--- src/rtl/i2c_master_byte.sv ---
// rtl/i2c_master_byte.sv - byte-level I2C initiator: optional START, one data byte plus ACK, optional STOP
// Define I2C_CLK_STRETCH_EN to let a slave stretch SCL while the master has released it.
module i2c_master_byte #(
    parameter int CLK_DIV = 125
) (
    input  logic       clk,
    input  logic       reset_n,
    input  logic       cmd_valid,
    output logic       cmd_ready,
    input  logic       cmd_start,
    input  logic       cmd_stop,
    input  logic       cmd_read,
    input  logic       cmd_nack,
    input  logic [7:0] cmd_wdata,
    output logic       rsp_valid,
    output logic [7:0] rsp_rdata,
    output logic       rsp_nack,
    output logic       busy,
    output logic       scl_oe,
    output logic       sda_oe,
    input  logic       scl_in,
    input  logic       sda_in
);
    localparam int QW = (CLK_DIV > 1) ? $clog2(CLK_DIV) : 1;
    localparam logic [QW-1:0] Q_LAST = QW'(CLK_DIV - 1);

    typedef enum logic [2:0] {S_IDLE, S_START, S_BIT, S_ACK, S_STOP} state_t;

    state_t        r_state, w_state_nxt;
    logic [QW-1:0] r_qcnt;
    logic [1:0]    r_quarter;
    logic [2:0]    r_bitcnt;
    logic          r_bus_owned;
    logic          r_stop, r_read, r_nack;
    logic [7:0]    r_wdata, r_shift;
    logic          r_ack_in;
    logic          r_rsp_valid, r_rsp_nack;
    logic [7:0]    r_rsp_rdata;

    logic w_accept, w_scl_rel, w_stall, w_qend, w_step_end, w_done;
    logic w_bit_drive, w_ack_drive, w_scl_oe, w_sda_oe;

    assign cmd_ready = (r_state == S_IDLE);
    assign busy      = ~cmd_ready;
    assign w_accept  = cmd_valid & cmd_ready;
    assign rsp_valid = r_rsp_valid;
    assign rsp_rdata = r_rsp_rdata;
    assign rsp_nack  = r_rsp_nack;
    assign scl_oe    = w_scl_oe;
    assign sda_oe    = w_sda_oe;

    // Quarters in which the master lets SCL float high (candidates for slave stretching)
    assign w_scl_rel = ((r_state == S_START || r_state == S_BIT || r_state == S_ACK) &&
                        (r_quarter == 2'd1 || r_quarter == 2'd2)) ||
                       (r_state == S_STOP && r_quarter != 2'd0);

`ifdef I2C_CLK_STRETCH_EN
    assign w_stall = w_scl_rel & ~scl_in;
`else
    logic w_unused_scl;
    assign w_unused_scl = scl_in;
    assign w_stall      = 1'b0;
`endif

    assign w_qend      = (r_qcnt == Q_LAST) && !w_stall;
    assign w_step_end  = w_qend && (r_quarter == 2'd3);
    assign w_done      = w_step_end && ((r_state == S_ACK && !r_stop) || r_state == S_STOP);
    assign w_bit_drive = ~r_read & ~r_wdata[3'd7 - r_bitcnt];
    assign w_ack_drive = r_read & ~r_nack;

    always_ff @(posedge clk or negedge reset_n) begin
        if (!reset_n) r_state <= S_IDLE;
        else          r_state <= w_state_nxt;
    end

    always_comb begin
        w_state_nxt = r_state;
        w_scl_oe    = 1'b0;
        w_sda_oe    = 1'b0;
        case (r_state)
            S_IDLE: begin
                w_scl_oe = r_bus_owned;
                if (w_accept) w_state_nxt = (cmd_start || !r_bus_owned) ? S_START : S_BIT;
            end
            S_START: begin
                case (r_quarter)
                    2'd0:    w_scl_oe = r_bus_owned;
                    2'd1:    w_scl_oe = 1'b0;
                    2'd2:    w_sda_oe = 1'b1;
                    default: begin
                        w_scl_oe = 1'b1;
                        w_sda_oe = 1'b1;
                    end
                endcase
                if (w_step_end) w_state_nxt = S_BIT;
            end
            S_BIT, S_ACK: begin
                w_scl_oe = (r_quarter == 2'd0) || (r_quarter == 2'd3);
                w_sda_oe = (r_state == S_ACK) ? w_ack_drive : w_bit_drive;
                if (w_step_end) begin
                    if (r_state == S_BIT && r_bitcnt == 3'd7) w_state_nxt = S_ACK;
                    else if (r_state == S_ACK)               w_state_nxt = r_stop ? S_STOP : S_IDLE;
                end
            end
            S_STOP: begin
                w_scl_oe = (r_quarter == 2'd0);
                w_sda_oe = (r_quarter == 2'd0) || (r_quarter == 2'd1);
                if (w_step_end) w_state_nxt = S_IDLE;
            end
            default: w_state_nxt = S_IDLE;
        endcase
    end

    always_ff @(posedge clk or negedge reset_n) begin
        if (!reset_n) begin
            r_qcnt      <= '0;
            r_quarter   <= 2'd0;
            r_bitcnt    <= 3'd0;
            r_bus_owned <= 1'b0;
            r_stop      <= 1'b0;
            r_read      <= 1'b0;
            r_nack      <= 1'b0;
            r_wdata     <= 8'h00;
            r_shift     <= 8'h00;
            r_ack_in    <= 1'b0;
            r_rsp_valid <= 1'b0;
            r_rsp_nack  <= 1'b0;
            r_rsp_rdata <= 8'h00;
        end else begin
            r_rsp_valid <= 1'b0;
            if (w_accept) begin
                r_stop    <= cmd_stop;
                r_read    <= cmd_read;
                r_nack    <= cmd_nack;
                r_wdata   <= cmd_wdata;
                r_qcnt    <= '0;
                r_quarter <= 2'd0;
                r_bitcnt  <= 3'd0;
            end else if (r_state != S_IDLE) begin
                if (w_qend) begin
                    r_qcnt    <= '0;
                    r_quarter <= r_quarter + 2'd1;
                end else if (!w_stall) begin
                    r_qcnt <= r_qcnt + 1'b1;
                end
                // Sample SDA on the last clock of the SCL-high window
                if (w_qend && r_quarter == 2'd2) begin
                    if (r_state == S_BIT) r_shift  <= {r_shift[6:0], sda_in};
                    if (r_state == S_ACK) r_ack_in <= sda_in;
                end
                if (w_step_end) begin
                    if (r_state == S_START) r_bus_owned <= 1'b1;
                    if (r_state == S_STOP)  r_bus_owned <= 1'b0;
                    if (r_state == S_BIT)   r_bitcnt    <= r_bitcnt + 3'd1;
                end
                if (w_done) begin
                    r_rsp_valid <= 1'b1;
                    r_rsp_nack  <= r_read ? 1'b0 : r_ack_in;
                    if (r_read) r_rsp_rdata <= r_shift;
                end
            end
        end
    end
endmodule

--- config.mk ---
export PLATFORM = sky130hd
export DESIGN_NAME = i2c_master_byte
export DESIGN_NICKNAME = d
export VERILOG_FILES = /design/src/rtl/i2c_master_byte.sv
export SDC_FILE = /design/constraint.sdc
export NUM_CORES = 1
export LEC_CHECK = 0
export ABC_AREA = 1
export CELL_PAD_IN_SITES_DETAIL_PLACEMENT = 2
export CELL_PAD_IN_SITES_GLOBAL_PLACEMENT = 2
export CORE_ASPECT_RATIO = 0.5
export CORE_MARGIN = 2
export CORE_UTILIZATION = 37
export CTS_BUF_LIST = sky130_fd_sc_hd__clkbuf_4
export DETAILED_ROUTE_END_ITERATION = 16
export GPL_TIMING_DRIVEN = 0
export PLACE_DENSITY = 0.95
export SLEW_MARGIN = 25
export SYNTH_ARGS = -nofsm -noshare
export SYNTH_HDL_FRONTEND = slang
export SYNTH_SLANG_ARGS = --single-unit
--- constraint.sdc ---
create_clock -name clk -period 2.42 [get_ports clk]
set_input_delay 0.484 -clock clk [delete_from_list [all_inputs] [get_ports clk]]
set_output_delay 0.484 -clock clk [all_outputs]
set_load 0.02 [all_outputs]
==> impl_metrics.py <==
metrics = {
    "worst_setup_path": {
        "r2r_start": "r_qcnt[1]",
        "critPathMaxStageDelay_ns": 0.46,
        "cp-start-kind": "register",
        "critPathMaxFanout": 5,
        "path_cells": "inv_1, ha_2, nor3_1, o21ai_0, nand3_1, clkbuf_2",
        "reg2reg_to": "r_bitcnt[1]",
        "arrival_ns": 1.85,
        "required_ns": 1.94,
        "crit_type": "register to primary output",
        "reg2reg_slack_ns": 0.52,
        "critPathCaptureType": "primary output",
        "crit_slowest_cell": "dfrtp_1",
        "cp_top_family": "flip-flops",
        "r2r_cells": 10,
        "worst-path-buf-inv": 2,
    },
    "power_and_ir_drop": {
        "power.density_nw_per_um2": 829,
        "total_power_mw": 2.42,
        "combPwrFrac": 0.353,
        "power.leakage_nw": 1.49,
        "internal_power_mw": 1.34,
        "p_seq_frac": 0.480,
        "switching_share": 0.446,
        "ir_drop_mv": 0.364,
        "clkPwrFrac": 0.166,
        "p_sw_mw": 1.08,
    },
    "detailed_routing": {
        "drt_iter0_markers": 120,
        "vias": 2188,
        "wirelength_um": 8680,
        "post-route-drc-count": 0,
        "dr.pass1.iters": 4,
        "routedWlPerCell_um": 20.9,
        "detail-route-antenna-nets": 0,
        "viasPerCell": 5.26,
    },
    "grt": {
        "grt_max_degree": 47,
        "grt_usage": 0.220,
        "grt_pass1_wl_um": 12100,
        "grt_pass1_vias": 2317,
        "antenna_found_initial": 0,
        "gr-total-overflow": 0,
    },
    "placement": {
        "placed_cells": 403,
        "place.gp.congestion": 0.874,
        "io_buffer_count": 29,
        "post-place-ws_ns": -0.00283,
        "dpl-instance-area_sq_um": 2810,
        "hpwlAfterDp_um": 5720,
    },
    "floorplan": {
        "num_rows": 20,
        "start_util": 0.390,
        "die_x_um": 118,
        "io_pins": 31,
        "die_area_sq_um": 7220,
        "core_area_sq_um": 6180,
        "die_h_um": 61.1,
    },
    "cts": {
        "cts_tree": "done",
        "clk_pin_slew_ns": 0.17,
        "ctsHoldBuffers": 0,
        "cts_inserted_buffers": 5,
        "clkSinkCount": 46,
        "cts_buffer_depth": 2,
        "cts_root_buffer": "clkbuf_4",
        "cts-htree-levels": 2,
        "clk_latency_ns": 0.40,
    },
    "sta": {
        "fmax_mhz": 428,
        "fin_skew_ns": 0.0352,
        "setup_slack_ns": 0.0817,
        "period_minus_slack_ns": 2.34,
        "relSlewSlack": 0.596,
        "fin_hold_ws_ns": 0.0745,
        "finalSetupViolations": 0,
        "maxSlewViolCount": 0,
        "finalHoldViolCount": 0,
        "rsz0062_at_grt": "false",
        "finalSetupTns_ns": 0,
        "period_share": 0.966,
        "worstMarginPinSlew_ns": 0.606,
    },
    "run_status": {
        "status": "completed",
    },
    "synthesis": {
        "synth.distinct_cells": 32,
        "synth_seq_cells": 46,
        "seq_area_frac_synth": 0.477,
        "syn-cell-area_sq_um": 2410,
        "avgSynthCellArea_sq_um": 8.44,
        "yosysWarningCount": 0,
        "synth_nets": 311,
        "postSynthCellCount": 286,
    },
    "finish": {
        "drive_gt1_frac": 0.146,
        "fin_cells": 416,
        "syn2layout_area_growth_pct": 20.7,
        "final_area_sq_um": 2910,
        "final-seq-area_sq_um": 1150,
        "multi_input_area_sq_um": 1110,
        "diodes": 0,
        "nets": 352,
        "mostFrequentLayoutCells": "nand2_1, dfrtp_1, inv_1, clkdlybuf4s50_1, o21ai_0",
        "fill_cells": 691,
        "layout_commonest_cell": "nand2_1",
        "finish.utilization": 0.471,
    },
    "hold_path": {
        "min_path_type": "primary input to async pin",
    },
    "run": {
        "cap_viol_max_count": 0,
    },
}
## area by class of cell
class                      instances  area share
timing repair buffer              34       0.108
tap                               88      0.0378
clock inverter                     3     0.00730
multi-input combinational        199       0.380
inverter                          38      0.0502
sequential                        46       0.396
clock buffer                       5      0.0129
buffer                             3     0.00859
## cells by family after synthesis
logic type | count (synthesis) | share of synthesized area
flops | 46 | 0.477
compound gates | 31 | 0.0715
xor+xnor | 4 | 0.0145
simple gates | 156 | 0.326
fa+ha+maj | 8 | 0.0415
buf+inv | 41 | 0.0700
## routing by layer
metal	vias up	global-route usage	share of wire
met5	-	0	0
met4	0	0.0448	0.015
met3	15	0.0407	0.031
met2	41	0.433	0.52
met1	1136	0.263	0.43
li1	996	-	-
## what timing repair did
action | in CTS | in global routing
pin swaps | 1 | 1
resized for setup | 6 | 9
setup endpoints to repair | 3 | 2
buffers inserted | 2 | 3
hold endpoints to repair | 0 | 0
## power by group through the flow
stage | combinational, mW | sequential (mW) | clock [mW]
2_1_floorplan | 0.516 | 1.09 | 0
3_3_place_gp | 0.694 | 1.11 | 0
3_5_place_dp | 0.784 | 1.15 | 0
4_1_cts | 0.806 | 1.13 | 0.407
5_1_grt | 0.943 | 1.18 | 0.442
6_report | 0.853 | 1.16 | 0.402
## sequential cells by signal (all words and copies together) (netlist names)
register and count:
r_nack 1, r_state 3, r_quarter 2, rsp_valid 1, r_wdata 8, r_shift 8, r_bitcnt 3, r_bus_owned 1
r_stop 1, r_ack_in 1, rsp_nack 1, r_qcnt 7, rsp_rdata 8, r_read 1
## worst register-to-register path: stages, from the launching register on
cell	delay, ns
dfrtp_1	0.49
inv_1	0.15
ha_1	0.21
nand3_4	0.13
nor2_8	0.20
nand2_4	0.12
clkinv_2	0.11
buf_8	0.16
nand2_4	0.07
nand3_1	0.07
nand2_1	0.07
## cells in the mapped netlist (all sizes together)
| library cell | count | share of area |
|---|---|---|
| buf | 2 | 0.0083 |
| nand3 | 25 | 0.069 |
| clkinv | 1 | 0.0021 |
| a211oi | 1 | 0.0031 |
| dfrtp | 46 | 0.48 |
| ha | 8 | 0.041 |
| inv | 37 | 0.058 |
| nand4 | 11 | 0.031 |
| clkbuf | 1 | 0.0021 |
| a21oi | 2 | 0.0041 |
| nor3 | 2 | 0.0041 |
| nor2 | 13 | 0.037 |
| xnor2 | 2 | 0.0073 |
| o22ai | 1 | 0.0026 |
| o2111ai | 1 | 0.0036 |
| nand2 | 104 | 0.18 |
| a21boi | 1 | 0.0031 |
| nand3b | 1 | 0.0031 |
| xor2 | 2 | 0.0073 |
| o21ai | 25 | 0.055 |
## worst max-delay path by stage
stage                             from            to  slack (ns)  cells past startpoint
final                     r_quarter[1]        scl_oe        0.08                      6
after global routing      r_quarter[1]        scl_oe        0.02                      6
after CTS                   r_state[2]        sda_oe      0.0008                      8
after detailed placement    r_state[2]        sda_oe      -0.003                      8
after global placement         reset_n  rsp_rdata[2]       -0.45                      1
after floorplan             r_state[2]        sda_oe        0.77                      7
(Power assumes the default switching activity.)
